==> src/rtl/stream_mux_pkg.sv <==
// Shared definitions for the round-robin stream multiplexer family.
// Contents:
//   RR_MODE / FIXED_MODE  - values of the rr_mode select input
//   out_state_e           - occupancy of the one-entry output register
//   wrap_inc()            - index increment that wraps modulo a channel count
package stream_mux_pkg;

    localparam logic FIXED_MODE = 1'b0;
    localparam logic RR_MODE    = 1'b1;

    typedef enum logic {
        ST_EMPTY = 1'b0,
        ST_FULL  = 1'b1
    } out_state_e;

    // Next index after idx, returning to 0 once n is reached.
    function automatic int unsigned wrap_inc(input int unsigned idx, input int unsigned n);
        return (idx + 32'd1 >= n) ? 32'd0 : idx + 32'd1;
    endfunction

endpackage

==> src/rtl/rr_pick.sv <==
// Combinational round-robin picker.
// Searches the request vector starting one past i_last, wrapping, and
// ending at i_last itself; the first requester found is granted.
// Ports:
//   i_req     - NUM_IN-bit request vector
//   i_last    - index of the most recently granted channel
//   o_grant_c - one-hot grant (all zero when nothing requests)
//   o_idx_c   - encoded index of the granted channel (0 when no grant)
module rr_pick
    import stream_mux_pkg::*;
#(
    parameter int unsigned NUM_IN = 4,
    parameter int unsigned ADDR_W = $clog2(NUM_IN)
) (
    input  logic [NUM_IN-1:0] i_req,
    input  logic [ADDR_W-1:0] i_last,
    output logic [NUM_IN-1:0] o_grant_c,
    output logic [ADDR_W-1:0] o_idx_c
);

    logic [ADDR_W-1:0] w_pos;
    logic              w_found;

    // Walk NUM_IN positions; the final step lands back on i_last.
    always_comb begin
        o_grant_c = '0;
        o_idx_c   = '0;
        w_found   = 1'b0;
        w_pos     = i_last;
        for (int k = 0; k < NUM_IN; k++) begin
            w_pos = ADDR_W'(wrap_inc(32'(w_pos), NUM_IN));
            if (!w_found && i_req[w_pos]) begin
                w_found          = 1'b1;
                o_grant_c[w_pos] = 1'b1;
                o_idx_c          = w_pos;
            end
        end
    end

endmodule

==> src/rtl/stream_mux_rr.sv <==
// Registered N-to-1 stream multiplexer with fixed-address and round-robin
// selection, feeding a one-entry output register.
// Ports:
//   clk, reset           - clock and synchronous active-high reset
//   in_data / in_valid   - NUM_IN producer channels, channel i at [i*WIDTH +: WIDTH]
//   in_ready             - combinational per-channel ready, one-hot or zero
//   address, rr_mode     - fixed-mode select and mode (0 fixed, 1 round-robin)
//   out_data / out_chan  - registered beat and its source channel
//   out_valid, out_ready - consumer handshake
module stream_mux_rr
    import stream_mux_pkg::*;
#(
    parameter int unsigned NUM_IN = 4,
    parameter int unsigned WIDTH  = 8,
    parameter int unsigned ADDR_W = $clog2(NUM_IN)
) (
    input  logic                    clk,
    input  logic                    reset,
    input  logic [NUM_IN*WIDTH-1:0] in_data,
    input  logic [NUM_IN-1:0]       in_valid,
    output logic [NUM_IN-1:0]       in_ready,
    input  logic [ADDR_W-1:0]       address,
    input  logic                    rr_mode,
    output logic [WIDTH-1:0]        out_data,
    output logic [ADDR_W-1:0]       out_chan,
    output logic                    out_valid,
    input  logic                    out_ready
);

    out_state_e        r_state;
    logic [WIDTH-1:0]  r_data;
    logic [ADDR_W-1:0] r_chan;
    logic [ADDR_W-1:0] r_last;

    logic [WIDTH-1:0]  w_ch_data [NUM_IN];
    logic [NUM_IN-1:0] w_rr_grant;
    logic [ADDR_W-1:0] w_rr_idx;
    logic [NUM_IN-1:0] w_fix_grant;
    logic              w_addr_ok;
    logic [NUM_IN-1:0] w_grant;
    logic [ADDR_W-1:0] w_gidx;
    logic              w_load_en;
    logic              w_xfer;

    // Unpack the flat input bus into per-channel words.
    for (genvar gi = 0; gi < NUM_IN; gi++) begin : g_unpack
        assign w_ch_data[gi] = in_data[gi*WIDTH +: WIDTH];
    end

    rr_pick #(
        .NUM_IN (NUM_IN),
        .ADDR_W (ADDR_W)
    ) u_rr_pick (
        .i_req     (in_valid),
        .i_last    (r_last),
        .o_grant_c (w_rr_grant),
        .o_idx_c   (w_rr_idx)
    );

    // Extra bit avoids a constant compare when NUM_IN is a power of two.
    assign w_addr_ok = ({1'b0, address} < (ADDR_W+1)'(NUM_IN));

    // Fixed-address grant: only the addressed channel, and only if valid.
    always_comb begin
        w_fix_grant = '0;
        if (w_addr_ok && in_valid[address]) begin
            w_fix_grant[address] = 1'b1;
        end
    end

    assign w_grant   = (rr_mode == RR_MODE) ? w_rr_grant : w_fix_grant;
    assign w_gidx    = (rr_mode == RR_MODE) ? w_rr_idx   : address;
    assign w_load_en = (r_state == ST_EMPTY) || out_ready;

    // Ready is masked during reset so no handshake is counted in that cycle.
    assign in_ready = (w_load_en && !reset) ? w_grant : '0;
    assign w_xfer   = |in_ready;

    // Output register and round-robin pointer.
    always_ff @(posedge clk) begin
        if (reset) begin
            r_state <= ST_EMPTY;
            r_data  <= '0;
            r_chan  <= '0;
            r_last  <= ADDR_W'(NUM_IN - 1);
        end else if (w_load_en) begin
            if (w_xfer) begin
                r_state <= ST_FULL;
                r_data  <= w_ch_data[w_gidx];
                r_chan  <= w_gidx;
                if (rr_mode == RR_MODE) begin
                    r_last <= w_gidx;
                end
            end else begin
                r_state <= ST_EMPTY;
            end
        end
    end

    assign out_valid = (r_state == ST_FULL);
    assign out_data  = r_data;
    assign out_chan  = r_chan;

endmodule

==> config.mk <==
export PLATFORM = sky130hd
export DESIGN_NAME = stream_mux_rr
export DESIGN_NICKNAME = d
export VERILOG_FILES = /design/src/rtl/stream_mux_pkg.sv /design/src/rtl/rr_pick.sv /design/src/rtl/stream_mux_rr.sv
export SDC_FILE = /design/constraint.sdc
export NUM_CORES = 1
export LEC_CHECK = 0
export ABC_AREA = 1
export CAP_MARGIN = 10
export CORE_UTILIZATION = 37
export CTS_CLUSTER_SIZE = 25
export DETAILED_ROUTE_END_ITERATION = 10
export PLACE_DENSITY = 0.76
export SKIP_CTS_REPAIR_TIMING = 1
export SKIP_LAST_GASP = 1
export SLEW_MARGIN = 20
export SYNTH_ARGS = -nofsm -noshare
export SYNTH_HDL_FRONTEND = slang
export SYNTH_HIERARCHICAL = 1
export SYNTH_SLANG_ARGS = --single-unit
==> constraint.sdc <==
create_clock -name clk -period 3.95 [get_ports clk]
set_input_delay 0.395 -clock clk [delete_from_list [all_inputs] [get_ports clk]]
set_output_delay 0.395 -clock clk [all_outputs]
set_load 0.01 [all_outputs]
==> results of run 1 <==
-- cell usage in the layout, fill, tap and decap left out, drive strengths merged, types with 2 or more instances in the layout --
cell type      count
clkdlybuf4s50     56
dfxtp             13
ha                 8
nand4              2
or2                9
nand2             60
o21bai            11
o21ai             10
nor2              42
nand3             37
clkbuf             4
a21oi              3
o211ai             8
inv               28
-- cells by family after synthesis --
family	synth area share, %
buffers and inverters	11.1
adder cells (fa/ha/maj)	6.96
flip-flops	18.1
AND/OR/NAND/NOR	47.1
AO/OA/AOI/OAI	16.8
-- worst min-delay path: stages, from the launching register on --
cell and delay (ns):
dfxtp_1 0.32, o21bai_1 0.07, nor2_1 0.07
-- power groups by stage --
stage               clock network, mW  logic [mW]  registers, mW
finish                          0.118       0.582          0.189
global route                    0.131       0.653          0.194
CTS                             0.122       0.587          0.190
detailed placement                  0       0.584          0.191
global placement                    0       0.577          0.191
floorplan                           0       0.394          0.208
-- area by class of cell --
type,count,area share [%]
multi-input combinational,190,49.3
timing repair buffer,57,27.5
sequential,13,12.6
inverter,29,5.45
tap,48,2.91
clock buffer,4,2.18
-- per-stage QoR --
stage / total power, mW / setup slack (ns) / cells / instance area, µm² / hold slack, ns
3_5_place_dp: 0.775 / 0.900 / 337 / 2020 / 0.490
2_1_floorplan: 0.602 / 1.36 / 238 / 1440 / 0.508
3_3_place_gp: 0.768 / 0.914 / 337 / 2020 / 0.486
6_report: 0.890 / 0.626 / 341 / 2060 / 0.503
4_1_cts: 0.898 / 0.641 / 341 / 2060 / 0.511
5_1_grt: 0.978 / 0.370 / 341 / 2060 / 0.535
-- layer usage --
layer	part of all wire (%)	global-route usage [%]
met3	6.8	3.75
met5	0	0
met1	42	21.2
met2	50	37.5
met4	1.0	5.83
-- final timing paths --
kind         slack (ns)   startpoint          end
max                0.63    r_last[0]  in_ready[2]
min                0.50  out_data[1]  out_data[1]
max reg2reg        0.91    r_last[0]  out_data[2]
min reg2reg        0.50  out_data[1]  out_data[1]
-- flip-flops by register name, indices dropped and copies added, names as in the netlist --
signal,count
out_data,8
out_chan,2
r_last,2
out_valid,1
==> flow_metrics.tcl, run 1 <==
set metrics [dict create \
    status "finished clean" \
    finalMaxSlewViolations 0 \
    port_buffers 56 \
    rr_worst_depth 18 \
    via_per_inst 4.93 \
    path_max_fanout 11 \
    firstDrtPassIters 4 \
    p_per_area_mw_per_mm2 431 \
    crit_chain "buf_4 > inv_2 > ha_1 > inv_1 > nand3_1 > nand2_1 > nor2_1 > nand3_1 > nand3_1 > nand2_1 > a21oi_1 > clkdlybuf4s50_1" \
    cts_tree "built" \
    critPathKind "reg2out" \
    ir_drop_mv 0.209 \
    synth.top_cells.by_count "nand2_1 (55), nor2_1 (41), nand3_1 (35)" \
    fin_crit_ns 3.32 \
    grt_max_degree 20 \
    hp-class "reg2reg" \
    fill_cells 368 \
    synthFlopType "dfxtp_1" \
    crit_family "buffers and inverters" \
    ys_types 27 \
    drt_first_iter_violations 76 \
    hold_violations 0 \
    cts_buffers 3 \
    grt.total_usage_pct 19.6 \
    fmax_ghz 0.301 \
    min_path_cells 2 \
    switching_share_pct 46.0 \
    yosysTopAreaCellShare_pct 18.1 \
    finalSetupTns_ns 0 \
    multiInputGateArea_mm2 0.00102 \
    drv_cap 0 \
    synth-seq-cells 13 \
    internal-power_uw 481 \
    yosysMostFrequentCell "nand2_1" \
    netlist_instances 238 \
    die_x_um 64.3 \
    wl_per_cell_um 11.1 \
    final_nets 344 \
    die_area_mm2 0.00414 \
    vias 1682 \
    htreeDepth 1 \
    slowest_delay_ns 0.55 \
    hpwl_um 3050 \
    synthesis.nets 288 \
    syn_avg_cell_area_um2 6.04 \
    critPathRequiredTime_ns 3.56 \
    crit_top_cell "nand3_1" \
    cp_data_arrival_time_ns 2.93 \
    antenna_found_initial 0 \
    die_h_um 64.3 \
    gp_congestion 0.859 \
    synth_area_mm2 0.00144 \
    synth_top_cell_by_area "dfxtp_1" \
    clockBufferDepth 2 \
    final_core_util_pct 56.0 \
    seq_power_share_pct 21.3 \
    wl_um 3770 \
    clock-root-buffer "clkbuf_8" \
    area_delta_synth_final_pct 43.6 \
    start_util_pct 39.0 \
    rows 22 \
    numClockSinks 13 \
    critPathSlowestCell "clkdlybuf4s50_1" \
    yosysWarnings 6 \
    grt.overflow.total 0 \
    power_frac_clock_pct 13.3 \
    grt_first_pass_wirelength_um 6380 \
    switchingPower_uw 409 \
    yosysSeqAreaShare_pct 18.1 \
    synthTopCellsByArea "dfxtp_1 (18%), nand2_1 (14%), nand3_1 (12%)" \
    grt_pass1_vias 1533 \
    ff_latch_area_um2 260 \
    p_leak_nw 1.01 \
    fin_crit_sh_pct 84.1 \
    synth_edf_count 0 \
    worst-path-buf-inv 4 \
    critPathLaunchType "register" \
    async_reset_ff_share_pct 0 \
    drive_gt1_share_pct 11.3 \
    ioPinCount 57 \
    clkLatencyLatePin_ns 0.25 \
    p_comb_share_pct 65.4 \
    worstSetupEndpointType "output pin" \
    max_slew_margin_pct 49.8 \
    path_depth 12 \
    antenna_cells 0 \
    fin_skew_ns 0.00603 \
    grt_setup_unrepaired "no" \
    setup_viol 0 \
    route.detailed.drc 0 \
    core_area_mm2 0.00369 \
    clkSlewWorstSetupHoldPaths_ns 0.05 \
    worst_slew_pin_slew_ns 0.754 \
    ant_nets 0 \
]
Note: power is estimated with default switching activity, not from simulation.
==> inputs of run 2 (changes only) <==
Clock period 3.95 ns to 3.4 ns, I/O delays scaled along.
==> flow_metrics.tcl, run 2 (synthesis gave the netlist of run 1 again) <==
set metrics [dict create \
    ioPinCount 57 \
    worst_slew_pin_slew_ns 0.779 \
    wl_per_cell_um 11.2 \
    switchingPower_uw 489 \
    largest_register_ffs 8 \
    final_nets 346 \
    slowest_delay_ns 0.46 \
    hp-class "reg2reg" \
    die_area_mm2 0.00414 \
    switching_share_pct 46.2 \
    place_area_mm2 0.00202 \
    rows 22 \
    finalSetupTns_ns 0 \
    die_h_um 64.3 \
    fin_crit_ns 3.12 \
    port_buffers 56 \
    seq_power_share_pct 20.9 \
    ant_nets 0 \
    power_frac_clock_pct 12.9 \
    p_leak_nw 1.01 \
    hpwl_um 2990 \
    crit_top_cell "inv_1" \
    internal-power_uw 570 \
    critPathLaunchType "register" \
    clock-root-buffer "clkbuf_8" \
    layout_common_cells "clkdlybuf4s50_1 (56), nand2_1 (55), nor2_1 (40)" \
    final_common_cell "clkdlybuf4s50_1" \
    die_x_um 64.3 \
    cts_buffers 3 \
    antenna_cells 0 \
    hold_violations 0 \
    wl_um 3860 \
    grt_max_degree 20 \
    critPathRequiredTime_ns 3.06 \
    via_per_inst 4.95 \
    start_util_pct 39.0 \
    finalMaxSlewViolations 0 \
    path_max_fanout 8 \
    drt_first_iter_violations 103 \
    gp_congestion 0.897 \
    stdcell_area_mm2 0.00209 \
    drive_gt1_share_pct 12.5 \
    crit_chain "inv_1 > ha_1 > inv_1 > nand3_1 > nand2_2 > inv_1 > nand3_1 > nand2_1 > inv_1 > nand3_1 > or2_0 > nand3_1 > inv_1 > clkdlybuf4s50_1" \
    clkSlewWorstSetupHoldPaths_ns 0.05 \
    htreeDepth 1 \
    ir_drop_mv 0.280 \
    route.detailed.drc 0 \
    fmax_ghz 0.321 \
    clkLatencyLatePin_ns 0.24 \
    fin_crit_sh_pct 91.7 \
    fin_skew_ns 0.00331 \
    grt_first_pass_wirelength_um 6620 \
    setup_viol 0 \
    antenna_found_initial 0 \
    cts_tree "built" \
    critPathKind "reg2out" \
    worst-path-buf-inv 6 \
    status "finished clean" \
    vias 1699 \
    critPathSlowestCell "clkdlybuf4s50_1" \
    clockBufferDepth 2 \
    grt.total_usage_pct 19.9 \
    grt_pass1_vias 1584 \
    firstDrtPassIters 4 \
    crit_family "buffers and inverters" \
    numClockSinks 13 \
    grt_setup_unrepaired "no" \
    grt.overflow.total 0 \
    p_comb_share_pct 66.3 \
    max_slew_margin_pct 48.1 \
    core_area_mm2 0.00369 \
    p_per_area_mw_per_mm2 507 \
    area_delta_synth_final_pct 45.2 \
    cp_data_arrival_time_ns 2.78 \
    drv_cap 0 \
    worstSetupEndpointType "output pin" \
]
run 2: tightest hold or removal path, delay by kind of cell, from the launching register on:
kind	cells	cell delay, ns
flip-flops	1	0.32
AND/OR/NAND/NOR	1	0.07
AO/OA/AOI/OAI	1	0.07
run 2: through the flow:
step           setup slack, ns  hold WS, ns  instances  utilization [%]  power [mW]
2_1_floorplan            0.807        0.494        238                -       0.700
3_3_place_gp             0.398        0.490        337             54.7       0.891
3_5_place_dp             0.382        0.500        337             54.7       0.898
4_1_cts                  0.151        0.513        341             56.0        1.04
5_1_grt                 0.0451        0.534        343             56.6        1.17
6_report                 0.281        0.503        343             56.6        1.06
run 2: final cells by class:
| type | instances | area [µm²] |
|---|---|---|
| tap | 48 | 60.1 |
| multi-input combinational | 191 | 1030 |
| inverter | 29 | 113 |
| fill | 353 | 1600 |
| clock buffer | 4 | 45.0 |
| timing repair buffer | 58 | 576 |
| sequential | 13 | 262 |
run 2: path summary, 6_finish.rpt:
path / slack, ns / startpoint / end / cells after the start
hold reg to reg: 0.50 / out_data[0] / out_data[0] / 2
hold / removal: 0.50 / out_data[0] / out_data[0] / 2
setup / recovery: 0.28 / r_last[1] / in_ready[1] / 14
setup reg to reg: 0.50 / r_last[0] / out_data[7] / 19
run 2: layer usage:
| layer | routed length (µm) | vias up | track usage, % |
|---|---|---|---|
| met3 | 301 | 4 | 5.54 |
| met4 | 30 | 0 | 4.17 |
| met5 | 0 | - | 0 |
| met2 | 1860 | 73 | 35.4 |
| met1 | 1660 | 740 | 23.6 |
| li1 | - | 882 | - |
run 2: power groups by stage:
stage,clock network (mW),logic (mW),registers [mW]
final,0.136,0.702,0.221
after global routing,0.152,0.789,0.227
after CTS,0.140,0.678,0.221
after detailed placement,0,0.675,0.223
after global placement,0,0.668,0.224
after floorplan,0,0.458,0.242
==> inputs of run 3 (changes only) <==
Settings changed: SKIP_LAST_GASP 1 to unset.
Clock period 3.4 ns to 3.9 ns, I/O delays scaled along.
==> flow_metrics.tcl, run 3 (synthesis gave the netlist of run 1 again) <==
set metrics [dict create \
    status "finished clean" \
    critPathRequiredTime_ns 3.51 \
    vias 1660 \
    drv_cap 0 \
    drt_first_iter_violations 91 \
    worstSetupEndpointType "output pin" \
    rows 22 \
    finalMaxSlewViolations 0 \
    firstDrtPassIters 4 \
    grt_pass1_vias 1461 \
    die_h_um 64.3 \
    p_per_area_mw_per_mm2 437 \
    die_area_mm2 0.00414 \
    final_cells 341 \
    fin_crit_sh_pct 84.3 \
    cts_buffers 3 \
    hold_violations 0 \
    dr_wl_met2_um 1890 \
    port_buffers 56 \
    antenna_cells 0 \
    path_max_fanout 11 \
    wl_met3_um 235 \
    worst_slew_pin_slew_ns 0.747 \
    multiInputGateArea_mm2 0.00102 \
    setup_viol 0 \
    drive_gt1_share_pct 11.3 \
    htreeDepth 1 \
    grt_setup_unrepaired "no" \
    max_slew_margin_pct 50.2 \
    clkSlewWorstSetupHoldPaths_ns 0.06 \
    critPathLaunchType "register" \
    via_per_inst 4.87 \
    cts_tree "built" \
    grt.overflow.total 0 \
    clkLatencyLatePin_ns 0.24 \
    ant_nets 0 \
    fin_crit_ns 3.29 \
    clockBufferDepth 2 \
    fmax_ghz 0.304 \
    wl_per_cell_um 11.1 \
    final_nets 344 \
    start_util_pct 39.0 \
    ir_drop_mv 0.243 \
    hp-class "reg2reg" \
    die_x_um 64.3 \
    ioPinCount 57 \
    final_common_cell "clkdlybuf4s50_1" \
    critPathKind "reg2out" \
    layout_common_cells "clkdlybuf4s50_1 (56), nand2_1 (55), nor2_1 (41)" \
    largest_register_ffs 8 \
    core_area_mm2 0.00369 \
    gp_congestion 0.861 \
    cp_data_arrival_time_ns 2.90 \
    highest_layer "met4" \
    p_leak_nw 1.01 \
    route.detailed.drc 0 \
    wl_met1_um 1640 \
    clock-root-buffer "clkbuf_8" \
    numClockSinks 13 \
    wl_um 3780 \
    ff_latch_area_um2 260 \
    fin_skew_ns 0.000790 \
    hpwl_um 3020 \
    antenna_found_initial 0 \
    fill_cells 392 \
    area_delta_synth_final_pct 43.6 \
    dp_cells 337 \
    grt_max_degree 20 \
    grt.total_usage_pct 18.8 \
    finalSetupTns_ns 0 \
    grt_first_pass_wirelength_um 6160 \
]
## run 3: worst paths after layout
| kind | slack [ns] | start | depth (start not counted) | to |
|---|---|---|---|---|
| worst max-delay path | 0.61 | r_last[0] | 14 | in_ready[0] |
| worst min-delay path | 0.50 | out_data[2] | 2 | out_data[2] |
| worst min register to register | 0.50 | out_data[2] | 2 | out_data[2] |
| worst max register to register | 0.87 | r_last[0] | 18 | out_data[7] |
## run 3: metal layers
metal	vias up	GRT usage [%]
li1	877	-
met1	721	21.9
met2	60	35.0
met3	2	3.75
met4	0	3.33
met5	-	0
## run 3: cell type report
cell class	instances	share of cell area, %
Clock buffer	4	2.18
Sequential cell	13	12.6
Timing Repair Buffer	57	27.5
Multi-Input combinational cell	190	49.3
Tap cell	48	2.91
Inverter	29	5.45
## run 3: worst max-delay path: stages (launching register included)
cell and delay [ns]:
dfxtp_1 0.30, buf_4 0.17, inv_2 0.11, ha_1 0.37
inv_1 0.12, nand3_1 0.10, nand2_1 0.16, nor2_1 0.33
nand3_1 0.12, nand3_1 0.10, nor2_1 0.05, nor2_1 0.09
nand2_1 0.07, inv_1 0.05, clkdlybuf4s50_1 0.52
## run 3: power breakdown
part | switching (mW) | internal [mW] | total, mW
Combinational | 0.341 | 0.246 | 0.587
Sequential | 0.0238 | 0.169 | 0.192
Clock | 0.0495 | 0.0722 | 0.122
Total | 0.414 | 0.487 | 0.901
## run 3: through the flow
stage	hold WS (ns)	util [%]	setup slack, ns	cell area, µm²	total power, mW
after global placement	0.486	54.7	0.889	2020	0.778
after global routing	0.536	56.0	0.356	2060	0.988
after floorplan	0.508	-	1.31	1440	0.610
after detailed placement	0.490	54.7	0.851	2020	0.785
after CTS	0.504	56.0	0.616	2060	0.909
final	0.500	56.0	0.612	2060	0.901
